==> src/rtl/stream_s2p_gearbox_if.sv <==
// Stream bundle for the serial-to-parallel gearbox: serial input side, packed output side
// and FIFO fill reporting. The gearbox uses the slave modport, its environment the master.
interface stream_s2p_gearbox_if #(
  parameter int IN_W  = 1,
  parameter int RATIO = 2,
  parameter int DEPTH = 256
) ();
  localparam int OUT_W = IN_W * RATIO;
  localparam int LW    = $clog2(RATIO) + 1;
  localparam int OW    = $clog2(DEPTH) + 1;

  logic [IN_W-1:0]  din_ser;
  logic             din_vld;
  logic             din_last;
  logic             dout_rdy;
  logic [OUT_W-1:0] dout_par;
  logic [LW-1:0]    dout_lanes;
  logic             dout_last;
  logic             dout_vld;
  logic             din_rdy;
  logic [OW-1:0]    occupancy;
  logic [OW-1:0]    availability;

  modport slave (
    input  din_ser, din_vld, din_last, din_rdy,
    output dout_rdy, dout_par, dout_lanes, dout_last, dout_vld, occupancy, availability
  );

  modport master (
    output din_ser, din_vld, din_last, din_rdy,
    input  dout_rdy, dout_par, dout_lanes, dout_last, dout_vld, occupancy, availability
  );
endinterface

==> src/rtl/stream_s2p_gearbox.sv <==
// Packs RATIO serial samples into one word (with frame-end flush and zero padding) and
// queues the words in a first-word-fall-through FIFO whose head sits in a register.
module stream_s2p_gearbox #(
  parameter int IN_W      = 1,
  parameter int RATIO     = 2,
  parameter int DEPTH     = 256,
  parameter bit MSB_FIRST = 1'b0
) (
  input logic                 clk,
  input logic                 rst_n,
  stream_s2p_gearbox_if.slave bus
);
  localparam int OUT_W = IN_W * RATIO;
  localparam int LW    = $clog2(RATIO) + 1;
  localparam int OW    = $clog2(DEPTH) + 1;
  localparam int PW    = $clog2(DEPTH);
  localparam int EW    = OUT_W + LW + 1;

  localparam logic [OW-1:0] DEPTH_C   = OW'(DEPTH);
  localparam logic [LW-1:0] LAST_LANE = LW'(RATIO - 1);

  function automatic int lane_lsb(input int k);
    return MSB_FIRST ? (RATIO - 1 - k) * IN_W : k * IN_W;
  endfunction

  logic [LW-1:0]    cnt_q, cnt_d;
  logic [OUT_W-1:0] pack_q, pack_d, merged_s;
  logic [EW-1:0]    entry_s;
  logic [EW-1:0]    mem_q [DEPTH];
  logic [PW-1:0]    wr_ptr_q, wr_ptr_d, rd_ptr_q, rd_ptr_d;
  logic [OW-1:0]    count_q, count_d, left_s, avail_q;
  logic [EW-1:0]    head_q, head_d;
  logic             vld_q, vld_d;
  logic             full_s, rdy_s, accept_s, push_s, pop_s;

  assign full_s   = (count_q == DEPTH_C);
  assign rdy_s    = rst_n && !full_s;
  assign accept_s = bus.din_vld && rdy_s;
  assign push_s   = accept_s && ((cnt_q == LAST_LANE) || bus.din_last);
  assign pop_s    = vld_q && bus.din_rdy;
  assign entry_s  = {bus.din_last, cnt_q + LW'(1), merged_s};

  // Pack stage: drop the sample into lane cnt, flush on the last lane or frame end.
  always_comb begin
    merged_s = pack_q;
    for (int k = 0; k < RATIO; k++) begin
      merged_s[lane_lsb(k) +: IN_W] = (cnt_q == LW'(k)) ? bus.din_ser
                                                        : pack_q[lane_lsb(k) +: IN_W];
    end
    if (push_s) begin
      cnt_d  = {LW{1'b0}};
      pack_d = {OUT_W{1'b0}};
    end else if (accept_s) begin
      cnt_d  = cnt_q + LW'(1);
      pack_d = merged_s;
    end else begin
      cnt_d  = cnt_q;
      pack_d = pack_q;
    end
  end

  // FIFO bookkeeping; the head register bypasses a push straight in when nothing else is queued.
  always_comb begin
    rd_ptr_d = rd_ptr_q + PW'(pop_s);
    wr_ptr_d = wr_ptr_q + PW'(push_s);
    left_s   = count_q - OW'(pop_s);
    count_d  = left_s + OW'(push_s);
    if (left_s != {OW{1'b0}}) begin
      head_d = mem_q[rd_ptr_d];
      vld_d  = 1'b1;
    end else if (push_s) begin
      head_d = entry_s;
      vld_d  = 1'b1;
    end else begin
      head_d = {EW{1'b0}};
      vld_d  = 1'b0;
    end
  end

  always_ff @(posedge clk) begin
    if (push_s) begin
      mem_q[wr_ptr_q] <= entry_s;
    end
  end

  always_ff @(posedge clk or negedge rst_n) begin
    if (!rst_n) begin
      cnt_q    <= {LW{1'b0}};
      pack_q   <= {OUT_W{1'b0}};
      wr_ptr_q <= {PW{1'b0}};
      rd_ptr_q <= {PW{1'b0}};
      count_q  <= {OW{1'b0}};
      avail_q  <= DEPTH_C;
      head_q   <= {EW{1'b0}};
      vld_q    <= 1'b0;
    end else begin
      cnt_q    <= cnt_d;
      pack_q   <= pack_d;
      wr_ptr_q <= wr_ptr_d;
      rd_ptr_q <= rd_ptr_d;
      count_q  <= count_d;
      avail_q  <= DEPTH_C - count_d;
      head_q   <= head_d;
      vld_q    <= vld_d;
    end
  end

  assign bus.dout_rdy     = rdy_s;
  assign bus.dout_par     = head_q[OUT_W-1:0];
  assign bus.dout_lanes   = head_q[OUT_W +: LW];
  assign bus.dout_last    = head_q[EW-1];
  assign bus.dout_vld     = vld_q;
  assign bus.occupancy    = count_q;
  assign bus.availability = avail_q;
endmodule

==> src/flat_wrapper.sv <==
// flat-port wrapper written by rule: the top's interface ports become plain ports
module stream_s2p_gearbox_flat 
#(
  parameter int IN_W      = 1,
  parameter int RATIO     = 2,
  parameter int DEPTH     = 256,
  parameter bit MSB_FIRST = 1'b0
)
  (clk, rst_n, bus_din_ser, bus_din_vld, bus_din_last, bus_din_rdy, bus_dout_rdy, bus_dout_par, bus_dout_lanes, bus_dout_last, bus_dout_vld, bus_occupancy, bus_availability);
  stream_s2p_gearbox_if #(.IN_W(IN_W), .RATIO(RATIO), .DEPTH(DEPTH)) bus_i ();
  input logic clk;
  input logic rst_n;
  input wire logic [$bits(bus_i.din_ser)-1:0] bus_din_ser;
  input wire logic [$bits(bus_i.din_vld)-1:0] bus_din_vld;
  input wire logic [$bits(bus_i.din_last)-1:0] bus_din_last;
  input wire logic [$bits(bus_i.din_rdy)-1:0] bus_din_rdy;
  output wire logic [$bits(bus_i.dout_rdy)-1:0] bus_dout_rdy;
  output wire logic [$bits(bus_i.dout_par)-1:0] bus_dout_par;
  output wire logic [$bits(bus_i.dout_lanes)-1:0] bus_dout_lanes;
  output wire logic [$bits(bus_i.dout_last)-1:0] bus_dout_last;
  output wire logic [$bits(bus_i.dout_vld)-1:0] bus_dout_vld;
  output wire logic [$bits(bus_i.occupancy)-1:0] bus_occupancy;
  output wire logic [$bits(bus_i.availability)-1:0] bus_availability;
  assign bus_i.din_ser = bus_din_ser;
  assign bus_i.din_vld = bus_din_vld;
  assign bus_i.din_last = bus_din_last;
  assign bus_i.din_rdy = bus_din_rdy;
  assign bus_dout_rdy = bus_i.dout_rdy;
  assign bus_dout_par = bus_i.dout_par;
  assign bus_dout_lanes = bus_i.dout_lanes;
  assign bus_dout_last = bus_i.dout_last;
  assign bus_dout_vld = bus_i.dout_vld;
  assign bus_occupancy = bus_i.occupancy;
  assign bus_availability = bus_i.availability;
  stream_s2p_gearbox #(.IN_W(IN_W), .RATIO(RATIO), .DEPTH(DEPTH), .MSB_FIRST(MSB_FIRST)) u_core (.clk(clk), .rst_n(rst_n), .bus(bus_i));
endmodule
==> config.mk <==
export PLATFORM = sky130hd
export DESIGN_NAME = stream_s2p_gearbox_flat
export DESIGN_NICKNAME = d
export VERILOG_FILES = /design/src/rtl/stream_s2p_gearbox_if.sv /design/src/rtl/stream_s2p_gearbox.sv /design/src/flat_wrapper.sv
export SDC_FILE = /design/constraint.sdc
export NUM_CORES = 1
export LEC_CHECK = 0
export BUFFER_PORTS_ARGS = -buffer_cell sky130_fd_sc_hd__buf_2
export CAP_MARGIN = 40
export CORE_ASPECT_RATIO = 1.25
export CORE_UTILIZATION = 30
export CTS_CLUSTER_SIZE = 10
export DETAILED_ROUTE_END_ITERATION = 12
export GPL_TIMING_DRIVEN = 0
export SYNTH_ARGS = -nofsm -noshare
export SYNTH_HDL_FRONTEND = slang
export SYNTH_SLANG_ARGS = --single-unit
export TNS_END_PERCENT = 1
==> constraint.sdc <==
create_clock -name clk -period 9.43 [get_ports clk]
set_clock_uncertainty 0.1 [all_clocks]
set_input_delay 1.886 -clock clk [delete_from_list [all_inputs] [get_ports clk]]
set_output_delay 1.886 -clock clk [all_outputs]
set_load 0.02 [all_outputs]
==> results.cfg, run 1 <==
[timing]
fin_tns_setup_ns = 0
hold_viol_final = 0
timing.final.crit_share_pct = 67.9
max_slew_margin_pct = 33.6
post-route-min-period_ns = 6.41
rsz0062_at_grt = false
setup_viol = 0
finalMaxSlewViolations = 0
fmax_ghz = 0.156
finalWorstSetupSlack_ns = 3.02
tightest_slew_ns = 0.996

[place]
hpwl_microns = 108000
gp_congestion = 0.917
placed_area_sq_um = 56300
dpl.cell_count = 5086
numPortBuffers = 30
post-place-ws_ns = 2.22

[final_layout]
seqCellArea_sq_um = 39500
area_delta_synth_final_pct = 15.2
instances_no_fill = 5285
multi_input_area_sq_um = 12100
nNetsFinal = 2920
fill_cells = 16300
drive_gt1_share_pct = 22.7
final_area_sq_um = 60400

[synth]
synth_top_area_share_pct = 73.3
synthTopCellsByCount = edfxtp_1, mux4_2, nor2_1, nand2_1, mux2i_1
synth-async-reset-ratio_pct = 3.25
syn_nets = 2690
synth_area_per_cell_sq_um = 19.6
ys_types = 62
synth-seq-area-share_pct = 75.4
synth_flop_cell = edfxtp_1
syn_area_sq_um = 52400
ys_warn_count = 0
synth_edf_count = 1280
synthCells = 2673
yosysTopAreaCell = edfxtp_1
ys_seq_elements = 1323
netlist_top_cells_area = edfxtp_1, mux4_2, dfrtp_1
yosysMostFrequentCell = edfxtp_1

[detailed_routing]
wl_per_cell_microns = 30.5
drtAntennaViolNets = 0
routed_wl_microns = 161000
route.detailed.drc = 0
vias = 28100
first_pass_iters = 6
routed_via_density = 5.32
drt_iter0_drc = 3805

[power]
comb_power_share_pct = 41.8
p_sw_mw = 8.05
power_frac_clock_pct = 24.8
ir_worst_vdd_v = 0.000238
seqPwrFrac_pct = 33.3
p_leak_nw = 18.9
swShare_pct = 38.6
cellPowerDensity_nw_per_um2 = 345
internal-power_mw = 12.8

[clock_network]
cts_max_path_buffers = 3
post_cts_resized = 0
cts_tree = done
post-cts-setup-buffers = 0
clk_pin_slew_worst_paths_ns = 0.06
cts_buffers = 150
clock-sinks = 1323
clockRootBuffer = clkbuf_16
h-tree-depth = 4
holdBufCountCts = 0
worst_skew_pair.late_latency_ns = 0.78

[global_route]
antenna_found_initial = 8
grt_max_degree = 150
grt_pass1_wl_microns = 223000
grt_pass1_vias = 28500
overflow = 0
grt_use_total_pct = 18.1

[critical_path]
critical_path_buf_inv_count = 5
critPathMaxFanout = 10
slowest_stage = buf_2
cp.arrival_ns = 6.94
end_kind = flip-flop
cp_cell_sequence = buf_2 -> and2_1 -> ha_1 -> ha_1 -> buf_2 -> buf_2 -> buf_2 -> buf_2 -> mux4_2 -> mux2i_1 -> a32oi_1 -> a32oi_1 -> o221ai_1 -> a221o_1
required_ns = 9.96
timing.critical_path.mode_cell = buf_2
critPathLaunchType = input pin
cpPeakStageDelay_ns = 0.61
critPathTopFamily = buffers and inverters
crit_type = in -> reg

[floorplanning]
die-area_sq_um = 176000
std_cell_rows = 171
fp.dieW_microns = 376
ios = 31
initial_utilization_pct = 30.2
die_h_microns = 469
core_sq_um = 174000

[run_status]
run_status = finished, final reports clean

[min_path]
hp-class = reg -> reg

[run]
cap_violations = 0
final timing paths:
kind,slack [ns],cells past startpoint,from,endpoint
max,3.02,14,bus_din_rdy,u_core.head_q[4]$_DFF_PN0_
min,0.39,2,u_core.pack_q[0]$_DFFE_PN0P_,u_core.pack_q[0]$_DFFE_PN0P_
max reg2reg,3.80,13,u_core.bus.dout_vld$_DFF_PN0_,u_core.head_q[4]$_DFF_PN0_
min reg2reg,0.39,2,u_core.pack_q[0]$_DFFE_PN0P_,u_core.pack_q[0]$_DFFE_PN0P_
max in group asynchronous,7.76,2,rst_n,u_core.wr_ptr_q[4]$_DFF_PN0_
min in group asynchronous,0.95,1,rst_n,u_core.rd_ptr_q[0]$_DFF_PN0_
cell usage in the layout, fill, tap and decap left out, types with 5 or more instances in the layout:
| cell | synthesis | layout |
|---|---|---|
| dfrtp_1 | 42 | 42 |
| a22oi_1 | 24 | 24 |
| clkbuf_16 | 0 | 154 |
| nor2b_1 | 9 | 9 |
| ha_1 | 11 | 10 |
| mux4_2 | 317 | 317 |
| nand2b_1 | 7 | 7 |
| a221oi_1 | 8 | 8 |
| nand2_1 | 177 | 177 |
| a21oi_1 | 11 | 11 |
| nor2_1 | 274 | 274 |
| mux2i_1 | 95 | 95 |
| inv_1 | 18 | 16 |
| buf_2 | 60 | 92 |
| buf_8 | 0 | 22 |
| a311oi_1 | 12 | 12 |
| xor2_1 | 15 | 15 |
| edfxtp_1 | 1280 | 1280 |
| and3_1 | 9 | 9 |
| buf_4 | 22 | 22 |
| buf_16 | 0 | 8 |
| mux2_2 | 10 | 9 |
| nor4_1 | 7 | 7 |
| clkinv_8 | 0 | 5 |
| nand4_1 | 18 | 18 |
| nor3_1 | 7 | 7 |
| clkbuf_1 | 68 | 99 |
| a31oi_1 | 16 | 16 |
| buf_6 | 6 | 20 |
| a32oi_1 | 15 | 15 |
| nand3_1 | 57 | 57 |
| xnor2_1 | 15 | 15 |
state kept, by name, indices dropped and copies added, names as in the netlist:
signal and cells:
u_core.bus.availability 8, u_core.bus.dout_vld 1, u_core.bus.occupancy 9, u_core.cnt_q 2, u_core.head_q 5, u_core.mem_q 1280
u_core.pack_q 2, u_core.rd_ptr_q 8, u_core.wr_ptr_q 8
kinds of logic after synthesis:
kind of cell | share of synthesized area [%]
simple gates | 4.83
compound gates | 1.65
flops | 75.4
fa+ha+maj | 0.263
xor+xnor | 0.554
mux | 15.7
buf+inv | 1.67
worst min-delay path: stages (launching register included):
cell and delay [ns]:
dfrtp_1 0.34, nand2_1 0.06, o41ai_1 0.05
power groups by stage:
stage / Combinational (mW) / Sequential, mW / Clock (mW)
final: 8.72 / 6.95 / 5.18
after global routing: 8.86 / 6.95 / 5.41
after CTS: 8.63 / 6.94 / 5.22
after detailed placement: 8.61 / 7.06 / 0
after global placement: 8.29 / 7.24 / 0
after floorplan: 4.61 / 7.19 / 0
stage by stage:
stage	power [mW]	hold WS (ns)	utilization, %
floorplan	11.8	0.343	-
global placement	15.5	0.356	31.9
detailed placement	15.7	0.378	32.4
CTS	20.8	0.390	34.8
global route	21.2	0.423	34.8
finish	20.8	0.392	34.8
final cells by class:
type                       count  area share [%]
clock inverter                 8           0.197
inverter                      21           0.155
timing repair buffer          78            1.48
antenna                        2         0.00829
multi-input combinational   1171            20.0
buffer                       158            1.33
sequential                  1323            65.4
tap                         2335            4.84
clock buffer                 189            6.60
routing by layer:
layer / routed length [microns] / GRT usage [%] / vias to the layer above
met3: 13600 / 4.05 / 432
met4: 10500 / 10.4 / 8
li1: - / - / 11200
met5: 59 / 0 / -
met2: 78700 / 30.1 / 1575
met1: 58300 / 21.5 / 14900
Power figures use the tool's default switching activity.
==> run 2, diff against run 1 <==
==> constraint.sdc (replaced) <==
create_clock -name clk -period 5.8 [get_ports clk]
set_clock_uncertainty 0.1 [all_clocks]
set_input_delay 1.16 -clock clk [delete_from_list [all_inputs] [get_ports clk]]
set_output_delay 1.16 -clock clk [all_outputs]
set_load 0.02 [all_outputs]
==> run 2 against run 1 <==
The flow now finishes with violations (negative setup slack). Clock power is 62% higher. Non-clock buffer count grew 9. Via count down 0.39%. Cell count rose by 0.30%. Sequential power increased by 63%. Routed wire length shrank 1.0%. Critical endpoint unchanged. Highest routed layer unchanged.
==> results.cfg, run 2 (same netlist as run 1, synthesis figures left out) <==
[run_status]
run_status = complete, but fails checks
violations = negative setup slack

[final_layout]
fill_cells = 16300
instances_no_fill = 5301
drive_gt1_share_pct = 23.1
final_area_sq_um = 60600
nNetsFinal = 2929
seqCellArea_sq_um = 39500
area_delta_synth_final_pct = 15.5
final_cell_mix = edfxtp_1, mux4_2, nor2_1, nand2_1, clkbuf_16
multi_input_area_sq_um = 12100
largest_reg_flops = 1280
final_common_cell = edfxtp_1
utilization_pct = 34.9
regMostFlops = u_core.mem_q

[place]
dpl.cell_count = 5095
hpwl_microns = 111000
numPortBuffers = 30
gp_congestion = 0.960
placed_area_sq_um = 56400

[critical_path]
reg2reg_depth = 13
cp.arrival_ns = 6.33
crit_type = in -> reg
critPathLaunchType = input pin
required_ns = 6.33
rr_startpoint = u_core.bus.dout_vld$_DFF_PN0_
r2r-end = u_core.head_q[4]$_DFF_PN0_
r2r_slack_ns = 0.06
critPathMaxFanout = 10
end_kind = flip-flop

[clock_network]
h-tree-depth = 4
post_cts_resized = 1
worst_skew_pair.late_latency_ns = 0.78
clk_pin_slew_worst_paths_ns = 0.06
cts_buffers = 150
holdBufCountCts = 0
clockRootBuffer = clkbuf_16
cts_max_path_buffers = 3
cts_tree = done
clock-sinks = 1323
post-cts-setup-buffers = 0

[timing]
timing.final.crit_share_pct = 100
post-route-min-period_ns = 5.81
tightest_slew_ns = 0.984
fmax_ghz = 0.172
hold_viol_final = 0
finalWorstSetupSlack_ns = -0.00654
finalMaxSlewViolations = 0
rsz0062_at_grt = false
fin_tns_setup_ns = -0.00774
max_slew_margin_pct = 34.4
setup_viol = 2

[floorplanning]
fp.dieW_microns = 376
die_h_microns = 469
die-area_sq_um = 176000
ios = 31
core_sq_um = 174000
initial_utilization_pct = 30.2
std_cell_rows = 171

[power]
cellPowerDensity_nw_per_um2 = 559
ir_worst_vdd_v = 0.000459
p_leak_nw = 18.9

[global_route]
grt_max_degree = 146
overflow = 0
grt_use_total_pct = 18.0
antenna_found_initial = 4
grt_pass1_vias = 28400
grt_pass1_wl_microns = 221000

[detailed_routing]
first_pass_iters = 5
drt_iter0_drc = 3847
vias = 28000
wl_per_cell_microns = 30.1
routed_wl_microns = 160000
route.detailed.drc = 0
drtAntennaViolNets = 0
routed_via_density = 5.28

[min_path]
hp-class = in -> async

[run]
cap_violations = 0
run 2: changes by cell type in the layout (fill, tap and decap cells not counted), moves of 2 or more:
cell | before | now
buf_12 | 1 | 16
buf_16 | 8 | 2
buf_2 | 92 | 89
buf_4 | 22 | 24
clkbuf_1 | 99 | 101
clkinv_2 | 0 | 2
clkinv_8 | 5 | 3
clkinvlp_4 | 0 | 2
inv_6 | 2 | 5
inv_8 | 2 | 0
run 2: layer usage:
metal	vias to the layer above	share of wire, %	wire length (microns)	global-route usage, %
met1	14700	35	56200	21.1
met2	1616	49	78900	30.3
met5	-	0.0081	13	0
met4	2	6.8	10900	11.0
met3	396	8.5	13600	3.52
li1	11200	-	-	-
run 2: area by class of cell:
type,instances,share of cell area [%]
inverter,21,0.143
timing repair buffer,87,1.72
buffer,158,1.33
clock buffer,192,6.60
antenna,3,0.0124
clock inverter,11,0.202
tap,2335,4.82
multi-input combinational,1171,19.9
sequential,1323,65.2
run 2: power by group:
part	internal, mW	switching [mW]	leakage (nW)
sequential	11.2	0.101	12.1
clock	4.77	3.61	2.00
combinational	4.91	9.27	4.85
run 2: stage by stage:
step	power [mW]	hold WS [ns]	setup WS [ns]
6_report	33.8	0.248	-0.00654
5_1_grt	34.5	0.269	0.0906
4_1_cts	33.8	0.215	0.174
3_5_place_dp	25.5	0.382	-0.878
3_3_place_gp	25.2	0.374	-5.98
2_1_floorplan	19.2	0.349	-0.928
run 2: worst max path at each step:
stage                                           start                             end  slack [ns]  cells past startpoint
after global routing                      bus_din_rdy      u_core.head_q[2]$_DFF_PN0_        0.09                     15
final                                     bus_din_rdy      u_core.head_q[4]$_DFF_PN0_      -0.007                     14
after global placement    u_core.cnt_q[0]$_DFFE_PN0P_  u_core.mem_q[165][3]$_DFFE_PP_       -5.98                      2
after detailed placement                  bus_din_rdy      u_core.head_q[4]$_DFF_PN0_       -0.88                     14
after floorplan           u_core.cnt_q[0]$_DFFE_PN0P_    u_core.mem_q[0][3]$_DFFE_PP_       -0.93                      2
after CTS                                 bus_din_rdy      u_core.head_q[4]$_DFF_PN0_        0.17                     14
run 2: critical path, stage by stage:
cell	delay, ns
buf_2	0.09
and2_1	0.16
ha_1	0.32
ha_1	0.49
buf_2	0.25
buf_4	0.39
buf_2	0.50
buf_2	0.47
mux4_2	0.38
mux2i_1	0.44
a32oi_1	0.39
a32oi_1	0.56
o221ai_1	0.22
a221o_1	0.45
